### src/rtl/arb_mux_pkg.sv
// Shared definitions for the arbitrating N-channel multiplexer: mode encoding
// and elaboration-time parameter sanity checks.
package arb_mux_pkg;

    typedef enum logic {
        MODE_RR    = 1'b0,
        MODE_FIXED = 1'b1
    } mode_e;

    // Channel count must be a power of two so index arithmetic wraps for free.
    function automatic bit n_is_legal(input int n);
        return (n >= 2) && ((n & (n - 1)) == 0);
    endfunction

    function automatic bit width_is_legal(input int w);
        return w >= 1;
    endfunction

endpackage

### src/rtl/rr_arbiter.sv
// Round-robin arbiter: rotates requests so ptr is bit 0, takes the lowest set
// bit, then rotates the one-hot result back into channel order.
module rr_arbiter #(
    parameter  int N    = 8,
    localparam int SELW = $clog2(N)
) (
    input  logic [N-1:0]    req,
    input  logic [SELW-1:0] ptr,
    output logic [N-1:0]    grant,
    output logic [SELW-1:0] idx
);

    logic [2*N-1:0]  req_dbl;
    logic [2*N-1:0]  gnt_dbl;
    logic [N-1:0]    rot_req;
    logic [N-1:0]    rot_oh;
    logic [SELW-1:0] rot_idx;

    assign req_dbl = {req, req} >> ptr;
    assign rot_req = req_dbl[N-1:0];
    assign rot_oh  = rot_req & (~rot_req + N'(1));
    assign gnt_dbl = {rot_oh, rot_oh} << ptr;
    assign grant   = gnt_dbl[2*N-1:N];

    // NOTE: every variable assigned in always_comb gets a default first, so no path leaves it holding its old value (no latch).
    always_comb begin
        rot_idx = '0;
        for (int i = 0; i < N; i++) begin
            if (rot_oh[i]) rot_idx = SELW'(i);
        end
    end

    // Index wraps modulo N because N is a power of two.
    assign idx = rot_idx + ptr;

endmodule

### src/rtl/arb_mux_n.sv
// Registered N-channel arbitrating multiplexer with valid/ready handshakes,
// round-robin or fixed-select, one-entry output register.
module arb_mux_n
    import arb_mux_pkg::*;
#(
    parameter int WIDTH = 64,
    parameter int N     = 8,
    parameter int SELW  = $clog2(N)
) (
    input  logic               clk,
    input  logic               reset,
    input  logic               mode,
    input  logic [SELW-1:0]    sel,
    input  logic [N-1:0]       in_valid,
    input  logic [N*WIDTH-1:0] in_data,
    output logic [N-1:0]       in_ready,
    output logic               out_valid,
    output logic [WIDTH-1:0]   out_data,
    output logic [SELW-1:0]    out_sel,
    input  logic               out_ready
);

    if (!n_is_legal(N)) begin : g_bad_n
        $error("arb_mux_n: N must be a power of two and at least 2");
    end
    if (!width_is_legal(WIDTH)) begin : g_bad_width
        $error("arb_mux_n: WIDTH must be at least 1");
    end
    if (SELW != $clog2(N)) begin : g_bad_selw
        $error("arb_mux_n: SELW is derived from N and must not be overridden");
    end

    mode_e            cur_mode;
    logic [SELW-1:0]  ptr;
    logic [N-1:0]     rr_grant;
    logic [SELW-1:0]  rr_idx;
    logic [N-1:0]     fixed_grant;
    logic [N-1:0]     grant;
    logic [SELW-1:0]  grant_idx;
    logic [WIDTH-1:0] sel_data;
    logic             free;
    logic             xfer;

    assign cur_mode = mode_e'(mode);

    rr_arbiter #(.N(N)) u_rr (
        .req   (in_valid),
        .ptr   (ptr),
        .grant (rr_grant),
        .idx   (rr_idx)
    );

    always_comb begin
        fixed_grant      = '0;
        fixed_grant[sel] = in_valid[sel];
    end

    assign grant     = (cur_mode == MODE_FIXED) ? fixed_grant : rr_grant;
    assign grant_idx = (cur_mode == MODE_FIXED) ? sel : rr_idx;

    // Slot is free when empty or being drained this cycle; reset blocks all accepts.
    assign free     = !out_valid || out_ready;
    assign in_ready = (free && !reset) ? grant : '0;
    assign xfer     = |in_ready;

    // One-hot AND-OR select; grant is one-hot so at most one term contributes.
    always_comb begin
        sel_data = '0;
        for (int k = 0; k < N; k++) begin
            sel_data = sel_data | (in_data[k*WIDTH +: WIDTH] & {WIDTH{grant[k]}});
        end
    end

    // NOTE: sequential state uses non-blocking assignments so every register samples pre-edge values.
    always_ff @(posedge clk) begin
        if (reset) begin
            out_valid <= 1'b0;
            out_data  <= '0;
            out_sel   <= '0;
            ptr       <= '0;
        end else begin
            if (xfer) begin
                out_valid <= 1'b1;
                out_data  <= sel_data;
                out_sel   <= grant_idx;
                if (cur_mode == MODE_RR) ptr <= grant_idx + SELW'(1);
            end else if (out_ready) begin
                out_valid <= 1'b0;
            end
        end
    end

endmodule

### config.mk
export PLATFORM = sky130hd
export DESIGN_NAME = arb_mux_n
export DESIGN_NICKNAME = d
export VERILOG_FILES = /design/src/rtl/arb_mux_pkg.sv /design/src/rtl/rr_arbiter.sv /design/src/rtl/arb_mux_n.sv
export SDC_FILE = /design/constraint.sdc
export NUM_CORES = 1
export LEC_CHECK = 0
export CAP_MARGIN = 15
export CORE_AREA = 2 2 237 239
export CTS_CLUSTER_DIAMETER = 80
export DETAILED_ROUTE_END_ITERATION = 12
export DIE_AREA = 0 0 239 241
export PLACE_DENSITY = 0.4
export SYNTH_ARGS = -nofsm -noshare
export SYNTH_HDL_FRONTEND = slang
export SYNTH_SLANG_ARGS = --single-unit
### constraint.sdc
create_clock -name clk -period 7.2 [get_ports clk]
set_input_delay 1.08 -clock clk [delete_from_list [all_inputs] [get_ports clk]]
set_output_delay 1.08 -clock clk [all_outputs]
set_load 0.01 [all_outputs]
==> metrics.md <==
| Metric | Value |
|---|---|
| TritonRoute pass-1 iters | `5` |
| Slew HR | `20.3%` |
| Final setup vio count | `0` |
| Hold WS | `between 0.4 and 0.5 ns` |
| DRC | `0` |
| Fmax | `approximately 170 MHz` |
| Synthesized Nets | `1600` |
| Leakage | `between 4 and 5 nW` |
| Layout cells sized above 1 | `between 6 and 7%` |
| Worst path max stage delay | `just over 0.6 ns` |
| Vias in the first global route | `12200` |
| Hold-fix buffers, CTS | `0` |
| Async SR Flop Fraction | `0%` |
| Resize count post-CTS | `0` |
| Max Fanout on Critical Path | `31` |
| Post-route cell area | `roughly 15000 um^2` |
| Row count | `between 80 and 90` |
| CP max-delay cell | `nor3_2` |
| Distinct cell type count after synthesis | `68` |
| Critical R2R Launch | `ptr[1]` |
| Avg Inst Size Synth | `7.37 um^2` |
| Status | `complete, no violations` |
| Cell Count, Final, Fillers Out | `about 2300` |
| Clk buf depth | `2` |
| Buffers and inverters on the worst path | `3` |
| Area post-placement | `14500 um^2` |
| TritonCTS Sinks | `71` |
| Worst slack, placed | `~1.4 ns` |
| Drt total wl | `around 62 mm` |
| Worst hold path type | `reg2reg` |
| Pwr dens | `about 140 nW/um^2` |
| Worst path arrival time | `4.72 ns` |
| Cells on Worst Hold Path | `2` |
| Flop pwr share | `23.3%` |
| Most frequent cells in the layout | `clkdlybuf4s50_1 (601), o21ai_0 (201), nor2_1 (84), dfxtp_1 (71), nor3_1 (70)` |
| Gate Count Post-Synth | `about 1100` |
| Starting density of the core | `between 10% and 20%` |
| Initial antenna violation count | `3` |
| Total congestion overflow | `0` |
| Post-DP HPWL | `around 45 mm` |
| Number of DRC markers in iteration 0 | `872` |
| Crit-path cells | `clkdlybuf4s50_1, mux2i_1, mux2i_1, nor3_2, a21oi_1, o221ai_4, buf_4, nor2b_1, clkdlybuf4s50_1` |
| Core Region | `54900 um^2` |
| Combinational share of power | `between 50 and 60%` |
| RSZ-0062 raised after global routing | `false` |
| Top delay family on crit path | `buffers and inverters` |
| Post-Synth Adder-Cell Area | `less than 1%` |
| Mapped Area | `roughly 7900 um^2` |
| Die area | `about 58000 um^2` |
| Period utilization | `slightly above 80%` |
| Net Sw Frac | `about two fifths` |
| Final Max Slew Viols | `0` |
| Warnings, synthesis | `0` |
| Gr usage total | `between 20% and 30%` |
| Worst-Margin Slew | `around 1.2 ns` |
| Final core utilization | `27.0%` |
| Critical path class | `in2out` |
| Worst-path clk slew | `approximately 0.06 ns` |
| Die X | `239 um` |
| Wire length per cell | `roughly 27 um` |
| I/O Pins | `603` |
| Top cells by area, synth | `dfxtp_1 (18%), o21ai_0 (13%), a221o_1 (8.1%), a22o_1 (7.1%), o211ai_1 (6.3%)` |
| Area leader, netlist | `dfxtp_1` |
| Synth Area in Simple Gates | `a little under a fifth` |
| Number of buffers created by CTS | `9` |
| Yosys reg bits | `about 70` |
| Final WS setup | `roughly 1.4 ns` |
| Setup TNS | `0 ns` |
| Vias per cell | `5.14` |
| RePlAce Congestion | `~0.9` |
| Switching power | `between 800 and 900 uW` |
| Fill cells | `just under 6000` |
| Fin. Hold Viols | `0` |
| Reg2reg setup slack | `around 2.3 ns` |
| Total power draw | `roughly 2.1 mW` |
| CP required | `6.12 ns` |
| Int Pwr | `between 1 and 1.5 mW` |
| Post-Place Cells | `~2300` |
| Routed Antenna Nets | `0` |
| Via count | `11700` |
| Power share of the clock group | `a little over a fifth` |
| Net count, final | `approximately 2100` |
| Post-CTS Setup Inserts | `0` |
| Post-synthesis mux area share | `under 10%` |
| Top cell type's share of synthesized area | `a little under a fifth` |
| Main flop type after synthesis | `dfxtp_1` |
| Critical Path Start Type | `input pin` |
| First-pass GRT wire length | `86.5 mm` |
| CTS tree | `built` |
| Setup Skew | `roughly 0.0071 ns` |
| RR Endpoint | `ptr[2]` |
| Worst R2R Path Depth | `16` |
| Worst vdd ir | `between 0.0001 and 0.00015 V` |
| Number of max-cap violations | `0` |
| Root buf cell | `clkbuf_16` |
| Post-Synth XOR/XNOR Area | `less than 1%` |
| Commonest non-fill, non-tap cell in the layout | `clkdlybuf4s50_1` |
| Hold path start | `out_sel[2]` |
| Main combinational cell family by area after synthesis | `compound AO/OA/AOI/OAI gates` |
| Period minus WS final | `about 5.8 ns` |
| Clock latency on the worst-skew pair | `between 0.3 and 0.4 ns` |
| Compound-Gate Fraction of Synth Area | `between 40% and 50%` |
| Largest net degree at the start of global routing | `73` |
| H-tree lvl count | `3` |
| Crit end category | `primary output` |
| Sequential area share after synthesis | `a little under a fifth` |
| Post-synth EDFFs | `0` |
| Port-buffer cells | `between 600 and 700` |
| Area grow syn2layout | `87.5%` |
| Die height | `between 200 and 250 um` |
| Min-Delay Endpoint | `out_sel[2]` |
## worst max-delay path by stage
| stage | slack, ns | from | cells past startpoint | endpoint |
|---|---|---|---|---|
| floorplan | 2.65 | in_valid[4] | 10 | in_ready[0] |
| global placement | 1.41 | in_valid[0] | 9 | in_ready[3] |
| detailed placement | 1.35 | in_valid[7] | 10 | out_data[29] |
| CTS | 1.40 | in_valid[0] | 9 | in_ready[3] |
| global route | 1.18 | in_valid[4] | 9 | in_ready[3] |
| finish | 1.40 | in_valid[4] | 9 | in_ready[3] |
## synth_stat cells (2+ instances only)
| cell type | instances |
|---|---|
| a22o_1 | 64 |
| buf_1 | 5 |
| mux2i_1 | 16 |
| nand3_1 | 5 |
| mux2_2 | 8 |
| a311oi_1 | 2 |
| a221o_1 | 64 |
| o21ai_0 | 203 |
| a41oi_1 | 2 |
| a21oi_1 | 17 |
| dfxtp_1 | 71 |
| a31oi_1 | 7 |
| clkbuf_2 | 3 |
| nor3_1 | 70 |
| ha_1 | 2 |
| clkbuf_1 | 109 |
| and3_1 | 7 |
| inv_1 | 6 |
| buf_2 | 18 |
| nand4_1 | 67 |
| nor2b_1 | 8 |
| mux4_2 | 6 |
| nor4_1 | 2 |
| o311ai_0 | 2 |
| buf_6 | 5 |
| a211o_1 | 2 |
| nand4b_1 | 4 |
| a2111oi_0 | 37 |
| nor2_1 | 85 |
| a211oi_1 | 4 |
| nand2b_1 | 4 |
| a31o_2 | 3 |
| nor3_2 | 2 |
| nand2_1 | 30 |
| o211ai_1 | 66 |
| a2111oi_2 | 26 |
| a21o_1 | 3 |
| o22ai_1 | 3 |
| xnor2_1 | 3 |
## registers in the layout, indices dropped and copies added, names as in the netlist
register / cells
out_data: 64
out_sel: 3
ptr: 3
out_valid: 1
## area by class of cell
type                            count  area (um^2)  area share (%)
Clock inverter                      4         22.5           0.152
Antenna cell                        2         5.00          0.0338
Multi-Input combinational cell    851         6000            40.6
Timing Repair Buffer              625         6200            41.9
Clock buffer                       11          243            1.64
Tap cell                          704          881            5.95
Inverter                            7         26.3           0.178
Sequential cell                    71         1420            9.61
## power groups by stage
stage               Clock [mW]  Combinational, mW  Sequential, mW
floorplan                    0              0.509           0.518
global placement             0               1.20           0.500
detailed placement           0               1.19           0.502
CTS                      0.469               1.19           0.494
global route             0.481               1.27           0.502
finish                   0.441               1.19           0.494
## worst min-delay path: cells and delay by family (launching register included)
kind,cells,cell delay (ns)
simple gates,1,0.05
compound gates,1,0.05
flops,1,0.31
## per-layer routing
metal,up-vias,track usage [%],part of all wire (%)
li1,5340,-,-
met1,5755,23.4,39
met2,531,38.8,53
met3,60,4.47,6.0
met4,2,4.89,1.9
met5,-,0,0.021
## kinds of logic after synthesis
logic type,Yosys count
buf+inv,148
mux,30
compound gates,523
simple gates,292
fa+ha+maj,3
xor+xnor,3
flops,71
No activity file was read; power rests on OpenSTA's default activity.
